File: config.mk
export PLATFORM = sky130hd
export DESIGN_NAME = id_ex_stage_reg
export DESIGN_NICKNAME = d
export VERILOG_FILES = /design/src/rtl/id_ex_stage_reg_pkg.sv /design/src/rtl/pipe_field_reg.sv /design/src/rtl/id_ex_stage_reg.sv
export SDC_FILE = /design/constraint.sdc
export NUM_CORES = 1
export LEC_CHECK = 0
export CAP_MARGIN = 10
export CORE_MARGIN = 1
export CORE_UTILIZATION = 40
export CTS_BUF_LIST = sky130_fd_sc_hd__clkbuf_4 sky130_fd_sc_hd__clkbuf_8 sky130_fd_sc_hd__clkbuf_16
export DETAILED_ROUTE_END_ITERATION = 16
export HOLD_SLACK_MARGIN = 0.03
export PLACE_DENSITY = 0.84
export SYNTH_ARGS = -nofsm -noshare
export SYNTH_HDL_FRONTEND = slang
export SYNTH_SLANG_ARGS = --single-unit
File: constraint.sdc
create_clock -name clk -period 4.5 [get_ports clk]
set_input_delay 0.45 -clock clk [delete_from_list [all_inputs] [get_ports clk]]
set_output_delay 0.45 -clock clk [all_outputs]
set_load 0.01 [all_outputs]
File: src/rtl/id_ex_stage_reg_pkg.sv
// Shared widths for the ID/EX pipeline register: field sizes of the decoded
// instruction that crosses from decode into execute.
package id_ex_stage_reg_pkg;
  localparam int EXECUTE_COMMAND_LEN = 4;
  localparam int REG_ADDR_LEN        = 4;
  localparam int STATUS_LEN          = 4;
  localparam int SHIFT_OP_LEN        = 12;
  localparam int SIMM24_LEN          = 24;
  localparam int CTRL_BITS           = 6;  // valid, mem_read, mem_write, wb_en, branch, s
endpackage

File: src/rtl/pipe_field_reg.sv
// One group of pipeline-register fields with hold (stall) and clear (bubble).
// Hold beats clear so a stalled bubble stays exactly as it was.
module pipe_field_reg #(
  parameter int W = 1
) (
  input  logic         clk,
  input  logic         rst_n,
  input  logic         hold,
  input  logic         clear,
  input  logic [W-1:0] d,
  output logic [W-1:0] q
);
  logic [W-1:0] q_q;

  always_ff @(posedge clk or negedge rst_n) begin
    if (!rst_n)      q_q <= '0;
    else if (hold)   q_q <= q_q;
    else if (clear)  q_q <= '0;
    else             q_q <= d;
  end

  assign q = q_q;
endmodule

File: src/rtl/id_ex_stage_reg.sv
// ID/EX pipeline register: one-cycle registered copy of the decoded instruction,
// with freeze (stall), flush (bubble) and saturating stall/flush counters.
module id_ex_stage_reg
  import id_ex_stage_reg_pkg::*;
#(
  parameter int DATA_W    = 32,
  parameter int REG_AW    = REG_ADDR_LEN,
  parameter int EXE_CMD_W = EXECUTE_COMMAND_LEN,
  parameter int CNT_W     = 16
) (
  input  logic                    clk,
  input  logic                    rst_n,
  input  logic                    freeze,
  input  logic                    flush,
  input  logic                    id_valid,
  input  logic [DATA_W-1:0]       id_pc,
  input  logic [EXE_CMD_W-1:0]    id_exe_cmd,
  input  logic                    id_mem_read,
  input  logic                    id_mem_write,
  input  logic                    id_wb_en,
  input  logic                    id_branch,
  input  logic                    id_s,
  input  logic                    id_imm,
  input  logic [DATA_W-1:0]       id_val_rn,
  input  logic [DATA_W-1:0]       id_val_rm,
  input  logic [SHIFT_OP_LEN-1:0] id_shift_op,
  input  logic [SIMM24_LEN-1:0]   id_simm24,
  input  logic [REG_AW-1:0]       id_dest,
  input  logic [REG_AW-1:0]       id_src1,
  input  logic [REG_AW-1:0]       id_src2,
  input  logic [STATUS_LEN-1:0]   id_status,
  output logic                    ex_valid,
  output logic [DATA_W-1:0]       ex_pc,
  output logic [EXE_CMD_W-1:0]    ex_exe_cmd,
  output logic                    ex_mem_read,
  output logic                    ex_mem_write,
  output logic                    ex_wb_en,
  output logic                    ex_branch,
  output logic                    ex_s,
  output logic                    ex_imm,
  output logic [DATA_W-1:0]       ex_val_rn,
  output logic [DATA_W-1:0]       ex_val_rm,
  output logic [SHIFT_OP_LEN-1:0] ex_shift_op,
  output logic [SIMM24_LEN-1:0]   ex_simm24,
  output logic [REG_AW-1:0]       ex_dest,
  output logic [REG_AW-1:0]       ex_src1,
  output logic [REG_AW-1:0]       ex_src2,
  output logic [STATUS_LEN-1:0]   ex_status,
  output logic [CNT_W-1:0]        stall_cnt,
  output logic [CNT_W-1:0]        flush_cnt
);
  localparam int CTRL_W = CTRL_BITS + EXE_CMD_W;
  localparam int DP_W   = 3 * DATA_W + 1 + SHIFT_OP_LEN + SIMM24_LEN + 3 * REG_AW + STATUS_LEN;
  localparam logic [CNT_W-1:0] CNT_MAX = '1;

  // Flush outranks freeze, so a stall never protects a squashed instruction.
  logic hold;
  assign hold = freeze & ~flush;

  logic [CTRL_W-1:0] ctrl_d, ctrl_q;
  logic [DP_W-1:0]   dp_d, dp_q;

  assign ctrl_d = {id_valid, id_exe_cmd, id_mem_read, id_mem_write, id_wb_en, id_branch, id_s};
  assign dp_d   = {id_pc, id_imm, id_val_rn, id_val_rm, id_shift_op, id_simm24,
                   id_dest, id_src1, id_src2, id_status};

  // Control clears on an invalid ID slot too, which is what makes a bubble side-effect free.
  pipe_field_reg #(.W(CTRL_W)) u_ctrl (
    .clk(clk), .rst_n(rst_n), .hold(hold), .clear(flush | ~id_valid), .d(ctrl_d), .q(ctrl_q)
  );

  pipe_field_reg #(.W(DP_W)) u_dp (
    .clk(clk), .rst_n(rst_n), .hold(hold), .clear(flush), .d(dp_d), .q(dp_q)
  );

  assign {ex_valid, ex_exe_cmd, ex_mem_read, ex_mem_write, ex_wb_en, ex_branch, ex_s} = ctrl_q;
  assign {ex_pc, ex_imm, ex_val_rn, ex_val_rm, ex_shift_op, ex_simm24,
          ex_dest, ex_src1, ex_src2, ex_status} = dp_q;

  logic [CNT_W-1:0] stall_cnt_q, stall_cnt_d;
  logic [CNT_W-1:0] flush_cnt_q, flush_cnt_d;

  always_comb begin
    stall_cnt_d = stall_cnt_q;
    flush_cnt_d = flush_cnt_q;
    if (flush) begin
      if (flush_cnt_q != CNT_MAX) flush_cnt_d = flush_cnt_q + CNT_W'(1);
    end else if (freeze) begin
      if (stall_cnt_q != CNT_MAX) stall_cnt_d = stall_cnt_q + CNT_W'(1);
    end
  end

  always_ff @(posedge clk or negedge rst_n) begin
    if (!rst_n) begin
      stall_cnt_q <= '0;
      flush_cnt_q <= '0;
    end else begin
      stall_cnt_q <= stall_cnt_d;
      flush_cnt_q <= flush_cnt_d;
    end
  end

  assign stall_cnt = stall_cnt_q;
  assign flush_cnt = flush_cnt_q;
endmodule

==> flow_summary_export.csv, run 1 <==
group,metric,value,unit
run_status,outcome,"finished clean",
place,io_buffers,353,
cells_and_area,finish.utilization,63.0,%
clocking,cts_hold_buf,0,
power,pwr_density_cell,350,nW/µm²
cells_and_area,nets,1180,
clocking,cts_made_buffers,17,
sta,rsz0062_at_grt,"false",
floorplan,core-area,19500,µm²
sta,fmax,0.515,GHz
sta,worst_clock_skew,0.00807,ns
setup_path,crit_fanout,7,
sta,tns,0,ns
floorplan,die_area,20500,µm²
cells_and_area,stdcell_count,1293,
cells_and_area,diodes,0,
setup_path,worstSetupPathType,"reg -> out",
clocking,clkTransAtPathRegs,0.07,ns
place,dp_cells,1261,
power,switchingPower,1.20,mW
sta,finalCritPeriodShare,43.2,%
sta,setup_violations,0,
route,drtPass1Iterations,4,
floorplan,fp-row-count,51,
route,drt_iter0_markers,262,
setup_path,cp_num_buf_inv,1,
setup_path,max_stage_delay,0.59,ns
route,vias,6272,
setup_path,arrival,1.49,ns
floorplan,dieWidth,143,µm
floorplan,dieHeight,143,µm
clocking,cts-resized-gates,0,
sta,final-hold-violation-count,0,
route,ant_nets,0,
setup_path,critPathTopFamily,"buffers and inverters",
route,routed_wl,21.4,mm
setup_path,worstSetupStartpoint,"flush_cnt[8]",
power,ir_drop,255,µV
route,vias_per_cell,4.85,
setup_path,crit_chain,"clkdlybuf4s50_1",
logic_synthesis,synth_top_area_cell,"dfrtp_1",
power,p_seq_share,46.2,%
power,sw_frac_of_total,27.9,%
clocking,cts_sinks,191,
setup_path,worst_path_max_delay_cell,"clkdlybuf4s50_1",
route,drc,0,
sta,period_minus_slack,1.94,ns
sta,tightestPinTransition,0.889,ns
setup_path,setup.worst_path.start_class,"flop",
logic_synthesis,yosysTopAreaCellShare,59.9,%
cells_and_area,drive_above_1_share,5.16,%
logic_synthesis,synth.avg_cell_area,11.8,µm²
cells_and_area,syn2layout_area_growth,54.2,%
grt,groute.usage.overall,20.6,%
power,p_int,3.10,mW
logic_synthesis,synth_edf_count,0,
run,drv_cap,0,
clocking,cts_tree,"built",
logic_synthesis,synthesis.area,7970,µm²
logic_synthesis,async_flop_share,100,%
grt,grt_antenna_before_repair,0,
logic_synthesis,yosys-top-cells-area,"dfrtp_1, mux2i_1, nor2_1",
clocking,post_cts_buffers,0,
grt,grt_first_pass_wirelength,32.6,mm
logic_synthesis,synth_nets,843,
logic_synthesis,synth_seq_area_share,59.9,%
grt,gr-total-overflow,0,
place,dp_hpwl,15.2,mm
logic_synthesis,syn_inst,678,
floorplan,ios,354,
setup_path,crit_path_end_kind,"primary output",
clocking,clock_path_buffers,2,
logic_synthesis,synth_top_flop_cell,"dfrtp_1",
setup_path,crit-reg2reg-launch,"flush_cnt[12]",
logic_synthesis,synth.distinct_cells,38,
logic_synthesis,synth_warnings,0,
logic_synthesis,ys_ff_latch,191,
clocking,clk_latency,0.42,ns
sta,slew_headroom,40.7,%
sta,drv_slew,0,
power,combPwrFrac,20.0,%
floorplan,start_util,40.8,%
grt,grt_max_degree,100,
setup_path,crit_required,4.05,ns
clocking,htreeDepth,4,
place,gp_congestion,0.899,
cells_and_area,fill_cells,1570,
grt,grt_pass1_vias,6291,
power,pwr-share-clk,33.8,%
route,wl_per_cell,16.5,µm
worst_hold_path,hold_path.class,"in -> async",
clocking,clock-root-buffer,"clkbuf_16",
power,p_leak,5.72,nW
-- registers in the layout, indices dropped and copies added, names as in the netlist --
name / count
flush_cnt: 16
stall_cnt: 16
u_ctrl.q: 10
u_dp.q: 149
-- cells in the final DEF (no fill, tap or decap), drive strengths merged, types with 2 or more instances in the layout --
cell and instances:
nand3 7, buf 4, ha 2, nand2 21, nor3 8, nor2 176, nor4 2, nand4 11
dfrtp 191, o21ai 4, clkinvlp 2, mux2 3, nor4b 3, inv 9, or3 2, clkbuf 20
and4 6, and3 2, xnor2 10, a21oi 15, xor2 14, clkdlybuf4s50 350, mux2i 150, clkinv 6
-- Yosys cell counts, types with 3 or more instances --
master and count:
nand4_2 3, dfrtp_1 191, xor2_1 14, nand3_1 7, nand2_1 21, mux2i_1 150
nand4_1 8, a21oi_1 15, nor3_1 7, inv_1 3, clkbuf_1 16, o21ai_0 3
buf_2 18, buf_1 4, xnor2_1 10, and4_1 5, nor2_1 176, nor4b_2 3
-- layout make-up --
cell class,count,area [µm²],area share (%)
clock buffers,18,439,3.57
multi-input cells,446,3020,24.5
inverters,3,11.3,0.0916
repair buffers,356,3590,29.2
well taps,265,332,2.70
flip-flops and latches,191,4780,38.9
clock inverters,14,128,1.04
-- power by group through the flow --
stage | clock network (mW) | registers (mW) | logic (mW)
after floorplan | 0 | 2.06 | 0.283
after global routing | 1.56 | 2.01 | 0.936
final | 1.45 | 1.98 | 0.861
after global placement | 0 | 2.01 | 0.854
after CTS | 1.50 | 1.98 | 0.874
after detailed placement | 0 | 2.02 | 0.870
-- routing by layer --
metal  track usage [%]  wire (µm)  vias up
met5                 0          0        -
met3              8.08       2180       32
met4              7.24        390        0
met2              35.5      10600      274
li1                  -          -     2970
met1              23.0       8210     2996
-- through the flow --
| stage | worst slack, ns | total power [mW] | hold slack, ns | cell area (µm²) |
|---|---|---|---|---|
| floorplan | 2.91 | 2.34 | 0.154 | 7970 |
| global route | 2.50 | 4.51 | 0.150 | 12300 |
| CTS | 2.53 | 4.36 | 0.120 | 12300 |
| finish | 2.56 | 4.30 | 0.0984 | 12300 |
| detailed placement | 2.21 | 2.89 | 0.511 | 11700 |
| global placement | 2.26 | 2.87 | 0.494 | 11700 |
-- worst paths after layout --
| kind | end | slack (ns) | cells after the start |
|---|---|---|---|
| min reg2reg | u_dp.q[143] | 0.52 | 2 |
| max in group asynchronous | u_dp.q[68] | 3.44 | 2 |
| max | flush_cnt[8] | 2.56 | 1 |
| min in group clk | u_dp.q[143] | 0.52 | 2 |
| min | u_dp.q[139] | 0.1 | 1 |
| max reg2reg | flush_cnt[1] | 2.78 | 4 |
-- logic make-up (layout without fill, tap and decap cells) --
kind of cell	count (synthesis)	in the layout	synth area share, %
simple gates	243	243	13.7
xor+xnor	24	24	2.64
flops	191	191	59.9
mux	153	153	19.3
compound gates	24	24	1.84
buf+inv	41	391	2.21
fa+ha+maj	2	2	0.314
Power figures use the tool's default switching activity.
==> run 2: changes to the inputs <==
--- a/config.mk
+++ b/config.mk
@@ -7,7 +7,7 @@
 export LEC_CHECK = 0
 export CAP_MARGIN = 10
 export CORE_MARGIN = 1
-export CORE_UTILIZATION = 40
+export CORE_UTILIZATION = 38
 export CTS_BUF_LIST = sky130_fd_sc_hd__clkbuf_4 sky130_fd_sc_hd__clkbuf_8 sky130_fd_sc_hd__clkbuf_16
 export DETAILED_ROUTE_END_ITERATION = 16
 export HOLD_SLACK_MARGIN = 0.03
==> constraint.sdc (replaced) <==
create_clock -name clk -period 1.78 [get_ports clk]
set_input_delay 0.178 -clock clk [delete_from_list [all_inputs] [get_ports clk]]
set_output_delay 0.178 -clock clk [all_outputs]
set_load 0.01 [all_outputs]
==> flow_summary_export.csv, run 2 (synthesis gave the netlist of run 1 again) <==
group,metric,value,unit
setup_path,max_stage_delay,0.41,ns
place,io_buffers,353,
floorplan,dieWidth,147,µm
cells_and_area,fill_cells,1673,
route,routed_wl,21.9,mm
sta,tightestPinTransition,0.778,ns
clocking,clock-root-buffer,"clkbuf_16",
setup_path,crit_required,2.08,ns
clocking,clkTransAtPathRegs,0.07,ns
setup_path,arrival,1.99,ns
floorplan,ios,354,
sta,setup_violations,0,
cells_and_area,syn2layout_area_growth,56.9,%
clocking,cts_sinks,191,
worst_hold_path,hold_path.class,"in -> reg",
setup_path,worst_path_max_delay_cell,"dfrtp_1",
clocking,cts_made_buffers,17,
cells_and_area,largest_reg_flops,149,
grt,gr-total-overflow,0,
worst_hold_path,hold_depth,3,
clocking,htreeDepth,4,
route,ant_nets,0,
clocking,clk_latency,0.42,ns
route,wl_per_cell,16.7,µm
sta,worst_clock_skew,0.00959,ns
setup_path,reg2reg_depth,5,
cells_and_area,most-common-layout-cells,"clkdlybuf4s50_1, dfrtp_1, nor2_1, mux2i_1, nand2_1",
route,vias_per_cell,4.81,
setup_path,crit_chain,"ha_2 > and2_1 > nand3_1 > o21ai_2 > mux2_2",
setup_path,crit_path_end_kind,"flop",
power,p_leak,5.83,nW
place,gp_congestion,0.843,
floorplan,dieHeight,147,µm
run,drv_cap,0,
grt,grt_pass1_vias,6599,
floorplan,core-area,20400,µm²
place,dp_cells,1281,
setup_path,cp_num_buf_inv,0,
grt,grt_max_degree,85,
power,ir_drop,592,µV
sta,tns,0,ns
route,drtPass1Iterations,4,
grt,grt_first_pass_wirelength,34.8,mm
setup_path,crit_fanout,5,
route,drc,0,
clocking,clock_path_buffers,2,
clocking,cts_tree,"built",
setup_path,cp_num_cells,5,
power,pwr_density_cell,875,nW/µm²
sta,period_minus_slack,1.69,ns
sta,rsz0062_at_grt,"false",
cells_and_area,nets,1198,
sta,whs,0.136,ns
setup_path,worstSetupPathType,"reg -> reg",
floorplan,die_area,21600,µm²
cells_and_area,drive_above_1_share,6.98,%
sta,slew_headroom,48.1,%
cells_and_area,stdcell_count,1317,
setup_path,setup.worst_path.start_class,"flop",
power,total_power,11.0,mW
floorplan,fp-row-count,52,
sta,final-hold-violation-count,0,
run_status,outcome,"finished clean",
grt,groute.usage.overall,20.5,%
sta,finalCritPeriodShare,95.0,%
place,dp_hpwl,16.2,mm
route,vias,6332,
sta,drv_slew,0,
route,drt_iter0_markers,233,
cells_and_area,final_common_cell,"clkdlybuf4s50_1",
grt,grt_antenna_before_repair,1,
sta,fmax,0.591,GHz
floorplan,start_util,39.0,%
setup_path,critPathTopFamily,"flip-flops",
==> run 2: final timing paths <==
path	slack [ns]	end	startpoint
min in group asynchronous	0.29	u_dp.q[133]	rst_n
setup / recovery	0.09	flush_cnt[1]	flush_cnt[1]
max in group asynchronous	0.89	u_dp.q[31]	rst_n
hold / removal	0.14	flush_cnt[4]	flush
hold reg to reg	0.51	stall_cnt[15]	stall_cnt[15]
setup reg to reg	0.09	flush_cnt[1]	flush_cnt[1]
==> run 2: through the flow <==
step	utilization, %	instance area (µm²)	worst slack, ns
4_1_cts	61.1	12500	0.0792
6_report	61.2	12500	0.0883
2_1_floorplan	-	7970	0.185
3_5_place_dp	58.3	11900	0.0967
5_1_grt	61.2	12500	0.00418
3_3_place_gp	58.3	11900	0.170
==> run 2: timing repair <==
| action | CTS | global route |
|---|---|---|
| endpoints found under the hold margin | 46 | 0 |
| hold buffers | 1 | 0 |
| buffers inserted | 0 | 2 |
| resized for setup | 0 | 3 |
| endpoints found under the setup margin | 0 | 3 |
==> run 2: per-layer routing <==
metal	track usage, %	routed length (µm)	vias to the layer above
met5	0	0	-
met4	6.51	476	0
met3	7.45	1990	29
met2	35.1	10800	265
li1	-	-	3005
met1	23.9	8630	3033
==> run 2: layout make-up <==
cell class	count	area [µm²]	share of cell area, %
diodes	1	2.50	0.0200
flip-flops and latches	191	4780	38.2
clock inverters	14	124	0.990
repair buffers	374	3790	30.3
inverters	3	11.3	0.0900
multi-input cells	446	3030	24.2
well taps	270	338	2.70
clock buffers	18	439	3.51
==> run 2: power breakdown <==
part | switching [mW] | internal [mW] | leakage [nW]
Clock | 1.78 | 1.88 | 0.279
Sequential | 0.300 | 4.68 | 2.53
Combinational | 0.979 | 1.32 | 3.02
==> run 2: worst min-delay path: cells and delay by family <==
| kind | cells | cell delay (ns) |
|---|---|---|
| buf+inv | 1 | 0.16 |
| xor+xnor | 1 | 0.06 |
| simple gates | 1 | 0.12 |
==> run 3: changes to the inputs <==
--- a/config.mk
+++ b/config.mk
@@ -5,7 +5,7 @@
 export SDC_FILE = /design/constraint.sdc
 export NUM_CORES = 1
 export LEC_CHECK = 0
-export CAP_MARGIN = 10
+export CAP_MARGIN = 20
 export CORE_MARGIN = 1
 export CORE_UTILIZATION = 38
 export CTS_BUF_LIST = sky130_fd_sc_hd__clkbuf_4 sky130_fd_sc_hd__clkbuf_8 sky130_fd_sc_hd__clkbuf_16
==> results of run 3 <==
The final DEF is identical to that of run 2; final timing and power are the same.
